**config.mk**
```make
export PLATFORM = sky130hd
export DESIGN_NAME = freq_div_led_chaser
export DESIGN_NICKNAME = d
export VERILOG_FILES = /design/src/rtl/freq_div_led_chaser.sv
export SDC_FILE = /design/constraint.sdc
export NUM_CORES = 1
export LEC_CHECK = 0
export CAP_MARGIN = 20
export CORE_MARGIN = 4
export CORE_UTILIZATION = 55
export CTS_BUF_LIST = sky130_fd_sc_hd__clkbuf_8
export DETAILED_ROUTE_END_ITERATION = 7
export PLACE_DENSITY = 0.77
export SLEW_MARGIN = 10
export SYNTH_ARGS = -nofsm -noshare
export SYNTH_HDL_FRONTEND = slang
export SYNTH_SLANG_ARGS = --single-unit
```
**constraint.sdc**
```tcl
create_clock -name clock -period 6.62 [get_ports clock]
set_input_delay 1.324 -clock clock [delete_from_list [all_inputs] [get_ports clock]]
set_output_delay 1.324 -clock clock [all_outputs]
set_load 0.005 [all_outputs]
```
**src/rtl/freq_div_led_chaser.sv**
```systemverilog
// freq_div_led_chaser: prescaled, divided timebase driving a one-hot LED
// running light with rotate-left, rotate-right, bounce and hold patterns.
// The divisor is pipelined once and only reloaded at a step boundary, or
// while the divider is stopped, so a divisor change never distorts the
// period in progress.
module freq_div_led_chaser #(
    parameter int LED_N    = 8,
    parameter int DIV_W    = 8,
    parameter int PRESCALE = 1
) (
    input  logic             clock,
    input  logic             reset,
    input  logic [DIV_W-1:0] datain,
    input  logic [1:0]       mode,
    output logic [LED_N-1:0] diode,
    output logic             step_pulse
);

    localparam int               PRE_W    = (PRESCALE > 1) ? $clog2(PRESCALE) : 1;
    localparam logic [PRE_W-1:0] PRE_LAST = PRE_W'(PRESCALE - 1);
    localparam logic [PRE_W-1:0] PRE_ONE  = PRE_W'(1);
    localparam logic [DIV_W-1:0] DIV_ONE  = DIV_W'(1);
    localparam logic [LED_N-1:0] LED_HOME = LED_N'(1);

    typedef enum logic {
        DIR_LEFT  = 1'b0,
        DIR_RIGHT = 1'b1
    } dir_e;

    // True when exactly one bit of the LED vector is set.
    function automatic logic is_onehot(input logic [LED_N-1:0] v);
        return (v != {LED_N{1'b0}}) && ((v & (v - LED_HOME)) == {LED_N{1'b0}});
    endfunction

    logic [DIV_W-1:0] din_q,     din_d;
    logic [DIV_W-1:0] div_act_q, div_act_d;
    logic [PRE_W-1:0] pre_cnt_q, pre_cnt_d;
    logic [DIV_W-1:0] div_cnt_q, div_cnt_d;
    logic [LED_N-1:0] diode_q,   diode_d;
    logic             step_q,    step_d;
    dir_e             dir_q,     dir_d;

    logic             div_run_s;
    logic             pre_tick_s;
    logic             step_s;
    logic [LED_N-1:0] rol_s;
    logic [LED_N-1:0] ror_s;

    assign rol_s = {diode_q[LED_N-2:0], diode_q[LED_N-1]};
    assign ror_s = {diode_q[0], diode_q[LED_N-1:1]};

    // Timebase: prescaler, divider, step strobe and divisor reload.
    always_comb begin
        din_d      = datain;
        div_run_s  = (div_act_q != {DIV_W{1'b0}});
        pre_tick_s = div_run_s && (pre_cnt_q == PRE_LAST);
        step_s     = pre_tick_s && (div_cnt_q == (div_act_q - DIV_ONE));
        step_d     = step_s;

        if (!div_run_s) begin
            pre_cnt_d = {PRE_W{1'b0}};
        end else if (pre_tick_s) begin
            pre_cnt_d = {PRE_W{1'b0}};
        end else begin
            pre_cnt_d = pre_cnt_q + PRE_ONE;
        end

        if (!div_run_s) begin
            div_cnt_d = {DIV_W{1'b0}};
        end else if (step_s) begin
            div_cnt_d = {DIV_W{1'b0}};
        end else if (pre_tick_s) begin
            div_cnt_d = div_cnt_q + DIV_ONE;
        end else begin
            div_cnt_d = div_cnt_q;
        end

        // Reload only at a period boundary or while stopped.
        if (step_s || !div_run_s) begin
            div_act_d = din_q;
        end else begin
            div_act_d = div_act_q;
        end
    end

    // Pattern engine: next LED position and bounce direction on each step.
    always_comb begin
        diode_d = diode_q;
        dir_d   = dir_q;
        if (!is_onehot(diode_q)) begin
            // Corrupted pattern recovers to the reset position.
            diode_d = LED_HOME;
            dir_d   = DIR_LEFT;
        end else if (step_s) begin
            case (mode)
                2'b00: begin
                    diode_d = rol_s;
                    dir_d   = DIR_LEFT;
                end
                2'b01: begin
                    diode_d = ror_s;
                    dir_d   = DIR_RIGHT;
                end
                2'b10: begin
                    if (dir_q == DIR_LEFT) begin
                        if (diode_q[LED_N-1]) begin
                            diode_d = ror_s;
                            dir_d   = DIR_RIGHT;
                        end else begin
                            diode_d = rol_s;
                        end
                    end else begin
                        if (diode_q[0]) begin
                            diode_d = rol_s;
                            dir_d   = DIR_LEFT;
                        end else begin
                            diode_d = ror_s;
                        end
                    end
                end
                2'b11: begin
                    diode_d = diode_q;
                end
                default: begin
                    diode_d = diode_q;
                    dir_d   = dir_q;
                end
            endcase
        end else begin
            diode_d = diode_q;
            dir_d   = dir_q;
        end
    end

    // State registers with synchronous reset.
    always_ff @(posedge clock) begin
        if (reset) begin
            din_q     <= {DIV_W{1'b0}};
            div_act_q <= {DIV_W{1'b0}};
            pre_cnt_q <= {PRE_W{1'b0}};
            div_cnt_q <= {DIV_W{1'b0}};
            diode_q   <= LED_HOME;
            step_q    <= 1'b0;
            dir_q     <= DIR_LEFT;
        end else begin
            din_q     <= din_d;
            div_act_q <= div_act_d;
            pre_cnt_q <= pre_cnt_d;
            div_cnt_q <= div_cnt_d;
            diode_q   <= diode_d;
            step_q    <= step_d;
            dir_q     <= dir_d;
        end
    end

    assign diode      = diode_q;
    assign step_pulse = step_q;

endmodule
```
# Word level (Yosys, flattened, before mapping)
# Index checks and enable logic that the tools add are counted.
# totals
regBits,35
input_bits,12
# op_classes
addsub,4
eq_ne,4
muxes,8
n_bitwise,5
reduce_logical,15
# ops
op,n
8-bit two-way mux,3
8-bit case mux with 3 select lines,1
8-bit nonzero test,2
"8-bit by 1-bit subtractor with 8-bit output, second input constant",2
"8-bit by 1-bit adder with 8-bit output, second input constant",1
8-bit bitwise AND,1
8-bit equality test,1
8-bit logical NOT,1
3-bit OR reduction,2
"2-bit equality test, second input constant",2
1-bit inverter,4
2-bit AND reduction,2
1-bit logical AND,3
1-bit two-way mux,3
1-bit case mux with 3 select lines,1
3-bit nonzero test,1
"2-bit by 1-bit equality test with 1-bit output, second input constant",1
2-bit logical NOT,1
2-bit OR reduction,1
"1-bit adder, second input constant",1
1-bit logical NOT,1
1-bit logical OR,1

# Logic depth before layout (Yosys ltp)
# Gate-level depths: netlist of the first run.
# depth
depth_word,6
depth_mapped,10
ltp_nobuf,8

# Worst setup path before layout of the first run
# Ideal clock, no wire load.
# synth_path
path_kind,input port to flip-flop
startpoint,input port mode[0]
endpoint,register diode_q[5] (netlist: diode[5])
arrival_ns,2.548
required_time_ns,6.541
slack_ns,3.993
cell_stages,8
cell_sequence,inv_1 ha_1 clkbuf_1 a21bo_2 a21oi_1 a22o_1 nor4_1 nor3_1
# synth_between
elab_chain_cells,3
word_cells_on_any_way,7
# synth_lines
item,line,source
"start, declared",14,"input logic [1:0] mode,"
branches (longest 3 deep; another with 8-bit case mux with 3 select lines),-,
"end signal, assigned",150,diode_q <= diode_d;
"end, declared",39,"logic [LED_N-1:0] diode_q, diode_d;"
# Parallel ways; which one is timed is not known.
# A chain may end at the register's enable or synchronous reset.

# Worst setup path in the final report of the first run
# layout_path
startpoint,input port mode[0]
endpoint,register diode_q[0] (netlist: diode[0])
# The elaborated chain is that of the path after synthesis.

==> results of run 1 <==
## report_power, final
| part | switching, W | internal (W) |
|---|---|---|
| Combinational | 0.000186 | 0.000141 |
| Sequential | 0.0000323 | 0.000231 |
| Clock | 0.0000804 | 0.000112 |
| Total | 0.000298 | 0.000484 |
## state kept, by name, indices dropped and copies added (netlist names)
register / flops
dir_q: 1
step_pulse: 1
pre_cnt_q: 1
diode: 8
din_q: 8
div_cnt_q: 8
div_act_q: 8
## cells by family (layout without fill, tap and decap cells)
logic type,count (synthesis),count (layout),synth area share
fa+ha+maj,6,6,0.03479
compound gates,57,57,0.2040
xor+xnor,17,17,0.07139
flops,35,35,0.3359
mux,8,8,0.03839
other cells,1,1,0.001798
simple gates,91,91,0.2478
buf+inv,28,41,0.06598
## cells in the final DEF (no fill, tap or decap), types with 2 or more instances in the layout
cell             count
nand2_1             21
nand3b_1             2
o21a_1               2
dfxtp_1             35
nor4_1               7
o21ai_0              8
o31ai_1              2
xor2_1               9
clkdlybuf4s50_1     20
mux2i_1              8
or3_1                2
ha_1                 5
nand3_1              5
xnor2_1              8
clkbuf_8             5
a31oi_2              2
inv_1               12
a211o_1              3
a21oi_1             11
a22o_1               4
nor2_1               7
nand4_1              5
nand2b_1             2
a31oi_1             12
nor3_1              19
nor2b_1              9
## path summary, 6_finish.rpt
check | from | end
min | din_q[3]$_SDFF_PP0_ | div_act_q[3]$_SDFFE_PP0P_
max reg2reg | div_act_q[0]$_SDFFE_PP0P_ | div_act_q[7]$_SDFFE_PP0P_
max | mode[0] | diode[0]$_SDFFE_PP1P_
min reg2reg | din_q[3]$_SDFF_PP0_ | div_act_q[3]$_SDFFE_PP0P_
## Yosys cell counts (3+ instances only)
cell      count  area share
dfxtp_1      35        0.34
nand2_1      21       0.038
nor3_1       19       0.046
a31oi_1      12       0.036
inv_1        12       0.022
a21oi_1      11       0.026
nor2b_1       9       0.027
xor2_1        9       0.038
mux2i_1       8       0.038
o21ai_0       8       0.019
xnor2_1       8       0.034
clkbuf_1      7       0.013
nor2_1        7       0.013
nor4_1        7       0.021
ha_1          5       0.030
nand3_1       5       0.012
nand4_1       5       0.015
a22o_1        4       0.017
a211o_1       3       0.013
buf_6         3       0.016
## worst reg2reg max path: cells and delay by family (launching register included)
| kind | cells | cell delay (ns) |
|---|---|---|
| and+or+nand+nor | 3 | 0.79 |
| AOI/OAI and AO/OA | 3 | 1.02 |
| adders and majority gates | 1 | 0.32 |
| DFF | 1 | 0.42 |
| buffers and inverters | 1 | 0.07 |
## per-layer routing
layer	share of wire	track usage	up-vias
met2	0.50	0.2998	45
met1	0.44	0.2281	852
met5	0	0	-
met3	0.040	0.04203	7
met4	0.020	0.09111	0
li1	-	-	907
## area by class of cell
| class | count | area [um^2] |
|---|---|---|
| Multi-Input combinational cell | 180 | 1247 |
| Clock buffer | 5 | 68.82 |
| Fill cell | 334 | 1291 |
| Clock inverter | 3 | 43.79 |
| Timing Repair Buffer | 20 | 200.2 |
| Sequential cell | 35 | 700.7 |
| Inverter | 13 | 48.80 |
| Tap cell | 48 | 60.06 |
## through the flow
stage / std cells / cell area, um^2 / hold slack [ns]
6_report: 304 / 2370 / 0.4378
4_1_cts: 304 / 2370 / 0.4411
3_5_place_dp: 296 / 2257 / 0.4306
3_3_place_gp: 296 / 2257 / 0.4242
5_1_grt: 304 / 2370 / 0.4603
2_1_floorplan: 243 / 2086 / 0.4202
==> metrics, run 1 <==
status=complete, no violations; layout cells sized above 1=0.07813; Die Ht=69.58 um; drt initial violations=70; main flop type after synthesis=dfxtp_1; flop2flop setup slack=3.94 ns; Pwr Density=330.1 nW/um^2; CTS H-tree depth=2; Num Clock Sinks=35; global placer's final weighted congestion=0.9300; clk_skew=0.007127 ns; pin count of the biggest net entering global routing=21; clk_lat worst skew=about 0.29 ns; final core occ=0.6473; drt via density=5.957; Residual DRC=0; Layout Nets=roughly 270; Longest Clk Path Bufs=2; fin crit share=0.4478; total CTS buffers=5; CP max FO=12; CP Class=primary input to flop; max-cap violations=0; Post-synth EDFFs=0; final wirelength=4.332 mm; Register-to-Register Path Depth=8; Slowest cell on crit path=clkdlybuf4s50_1; WL per Instance=around 14 um; Critical Path RT=6.80 ns; final setup margin=3.656 ns; Leakage Power=0.8356 nW; CTS tree=yes; hpwl dp=3.121 mm; syn avg cell area=8.583 um^2; CTS Hold Bufs=0; Die Wd=~70 um; post-layout min period=2.964 ns; Final setup viols=0; Post-synth ARST share=0; Max-slew headroom=0.4984; CP Cell Sequence=clkdlybuf4s50_1, inv_1, ha_1, nor2_1, a21oi_1, o21ai_0, nor4_1, or3_1; CTS root buf=clkbuf_8; final hold vios=0; Slew Limit Fails=0; port buffer count=20; Cell variety after synth=57; slew at the pin closest to its max-slew limit=roughly 0.75 ns; number of gates resized after CTS=0; Yosys warnings=0; Layout Area Growth over Synthesis=13.62%; Core Footprint=between 3000 and 4000 um^2; row cnt=22; Clk pin slew, worst setup/hold paths=around 0.07 ns; crit path DAT=about 3.1 ns; synthesized flop and latch total=35; f_max=337.4 MHz; Initial Util=0.5697; final antenna-violating net count=0; Worst path top cell family by delay=buffers and inverters; Tot Pwr=around 0.00078 W; diode count=0; post-CTS setup buffer count=0; Ports=21; Setup TNS=0 ns; Via Count=1811; Max VDD drop=210.2 uV; Worst path depth=8; vias in the first global route=roughly 1600; Critical Path Source Type=primary input; All-Layer GR Usage=0.1844; antenna violations before repair=0; Syn Inst Count=between 200 and 250; Worst Setup End Kind=flop; DR pass1 iterations=4; worst hold path class=flop to flop; Worst path max stage delay=0.51 ns; CP Buf/Inv Count=2; synthesized net count=260; Seq/Total Area, Yosys=0.3359; total grt overflow=0; unrepaired setup endpoints after global routing=false; Mapped Area=about 2100 um^2; dpl ws=roughly 3.3 ns; Worst Hold Depth=2; die area=slightly below 5000 um^2; global-route wire length before repair=7.314 mm
(Power assumes the default switching activity.)
==> inputs of run 2 (changes only) <==
CORE_UTILIZATION = 53   (was 55)
PLACE_DENSITY = 0.78   (was 0.77)
clock period = 2.58 ns   (was 6.62 ns; I/O delays follow)
==> metrics, run 2 (same netlist as run 1, synthesis figures left out) <==
status=complete, no violations (unchanged); Ports=21 (unchanged); Layout Area Growth over Synthesis=17.82% (was 13.62%); Die Wd=70.73 um (was 69.58 um); CP max FO=7 (was 12); antenna violations before repair=0 (unchanged); CTS root buf=clkbuf_8 (unchanged); Leakage Power=0.8952 nW (was 0.8356 nW); Pwr Density=865.1 nW/um^2 (was 330.1 nW/um^2); drt initial violations=133 (was 70); DR pass1 iterations=4 (unchanged); f_max=419.2 MHz; post-layout min period=2.385 ns; final wirelength=4.730 mm (was 4.332 mm); Max VDD drop=577.1 uV (was 210.2 uV); area of the multi-input gates=1256 um^2 (was 1247 um^2); Critical Path Source Type=flop (was primary input); layout cells sized above 1=0.1128 (was 0.07813); Core Footprint=3744 um^2 (was 3661 um^2); Slowest cell on crit path=dfxtp_1 (was clkdlybuf4s50_1); Die Ht=70.73 um (was 69.58 um); CP Cell Sequence=inv_1, ha_1, nor2b_4, or3_1, a31oi_2, nand3_2, o41a_1, buf_4, mux2i_1 (was clkdlybuf4s50_1, inv_1, ha_1, nor2_1, a21oi_1, o21ai_0, nor4_1, or3_1); Num Clock Sinks=35 (unchanged); port buffer count=20 (unchanged); crit path DAT=2.57 ns (was 3.14 ns); total grt overflow=0 (unchanged); clk_skew=0.006736 ns (was 0.007127 ns); Clk pin slew, worst setup/hold paths=0.08 ns (was 0.07 ns); Initial Util=0.5572 (was 0.5697); Sw Share=0.3790 (was 0.3813); sequential share of power=0.320 (was 0.336); Logic pwr share=0.438 (was 0.418); final setup margin=0.1947 ns (was 3.656 ns); drt via density=5.994 (was 5.957); diode count=0 (unchanged); fin crit share=0.9245; Final setup viols=0 (unchanged); CTS Hold Bufs=0 (unchanged); WL per Instance=15.06 um (was 14.25 um); pin count of the biggest net entering global routing=20 (was 21); global-route wire length before repair=8.086 mm (was 7.314 mm); Cell Int Power=0.001320 W (was 0.0004840 W); CP Class=flop to flop (was primary input to flop); Slew Limit Fails=0 (unchanged); Reg area=700.7 um^2 (unchanged); Worst Setup End Kind=flop (unchanged); worst hold path class=flop to flop (unchanged); unrepaired setup endpoints after global routing=false (unchanged); global placer's final weighted congestion=0.8223 (was 0.9300); max-cap violations=0 (unchanged); CTS H-tree depth=2 (unchanged); CTS tree=yes (unchanged); Critical Path RT=2.76 ns (was 6.80 ns); Residual DRC=0 (unchanged); Worst path max stage delay=0.42 ns (was 0.51 ns); hpwl dp=3.300 mm (was 3.121 mm); dpl ws=0.1936 ns (was 3.314 ns); die area=5003 um^2 (was 4841 um^2); Longest Clk Path Bufs=2 (unchanged); fillcell total=324 (was 334); total CTS buffers=5 (unchanged); clk_lat worst skew=0.30 ns (was 0.29 ns); commonest non-fill, non-tap cells in the layout=35 x dfxtp_1, 21 x nand2_1, 20 x clkdlybuf4s50_1, 19 x nor3_1 (unchanged); final antenna-violating net count=0 (unchanged); All-Layer GR Usage=0.1991 (was 0.1844); Via Count=1882 (was 1811); Setup TNS=0 ns (unchanged); sw power=0.0008058 W (was 0.0002982 W); Layout Nets=282 (was 272); most common cell after layout, fill and taps aside=dfxtp_1 (unchanged); row cnt=22 (unchanged); Clock power frac=0.242 (was 0.246); final hold vios=0 (unchanged); vias in the first global route=1711 (was 1589)
-- run 2: cell count changes in the layout (fill, tap and decap cells not counted) --
| cell | before | now |
|---|---|---|
| inv_6 | 0 | 1 |
| buf_4 | 0 | 10 |
| nor4b_4 | 0 | 1 |
| clkinv_2 | 1 | 0 |
| nor4b_2 | 1 | 0 |
-- run 2: repair_timing --
action	in CTS	in global routing
buffers inserted	0	0
setup endpoints to repair	0	1
gates resized for setup	0	1
-- run 2: layout make-up --
class | count | share of cell area
well taps | 48 | 0.02444
clock buffers | 5 | 0.02800
flip-flops and latches | 35 | 0.2851
inverters | 13 | 0.01986
clock inverters | 3 | 0.01935
repair buffers | 30 | 0.1120
multi-input cells | 180 | 0.5112
-- run 2: per-stage QoR --
step	utilization	hold WS, ns	instance area (um^2)	std cells	power [W]
floorplan	-	0.4202	2086	243	0.001419
global placement	0.6230	0.4236	2332	306	0.001589
detailed placement	0.6230	0.4281	2332	306	0.001599
CTS	0.6541	0.4397	2449	314	0.002111
global route	0.6564	0.4687	2457	314	0.002253
finish	0.6564	0.4400	2457	314	0.002126
-- run 2: final timing paths --
path | from | end | slack [ns] | cells after the start
worst min-delay path | din_q[2]$_SDFF_PP0_ | div_act_q[2]$_SDFFE_PP0P_ | 0.44 | 2
worst min register to register | din_q[2]$_SDFF_PP0_ | div_act_q[2]$_SDFFE_PP0P_ | 0.44 | 2
worst max-delay path | div_act_q[0]$_SDFFE_PP0P_ | div_act_q[5]$_SDFFE_PP0P_ | 0.19 | 9
worst max register to register | div_act_q[0]$_SDFFE_PP0P_ | div_act_q[5]$_SDFFE_PP0P_ | 0.19 | 9
-- run 2: critical path, delay by kind of cell (launching register included) --
kind / cells / cell delay, ns
AOI/OAI and AO/OA: 2 / 0.55
and+or+nand+nor: 3 / 0.67
adders and majority gates: 1 / 0.27
muxes: 1 / 0.12
buffers and inverters: 2 / 0.25
DFF: 1 / 0.42
-- run 2: per-layer routing --
layer,part of all wire,up-vias,GRT usage
met5,0,-,0
met4,0.013,0,0.06054
met3,0.055,7,0.04403
met2,0.46,61,0.3131
met1,0.47,883,0.2730
li1,-,931,-
-- run 2: power by group through the flow --
stage | clock (W) | sequential [W] | combinational [W]
2_1_floorplan | 0 | 0.000650 | 0.000769
3_3_place_gp | 0 | 0.000686 | 0.000904
3_5_place_dp | 0 | 0.000688 | 0.000911
4_1_cts | 0.000522 | 0.000676 | 0.000913
5_1_grt | 0.000545 | 0.000692 | 0.00102
6_report | 0.000515 | 0.000681 | 0.000930
==> inputs of run 3 (changes only) <==
SLEW_MARGIN = 20   (was 10)
==> results of run 3 <==
No change in the layout: final DEF, timing and power equal those of run 2.
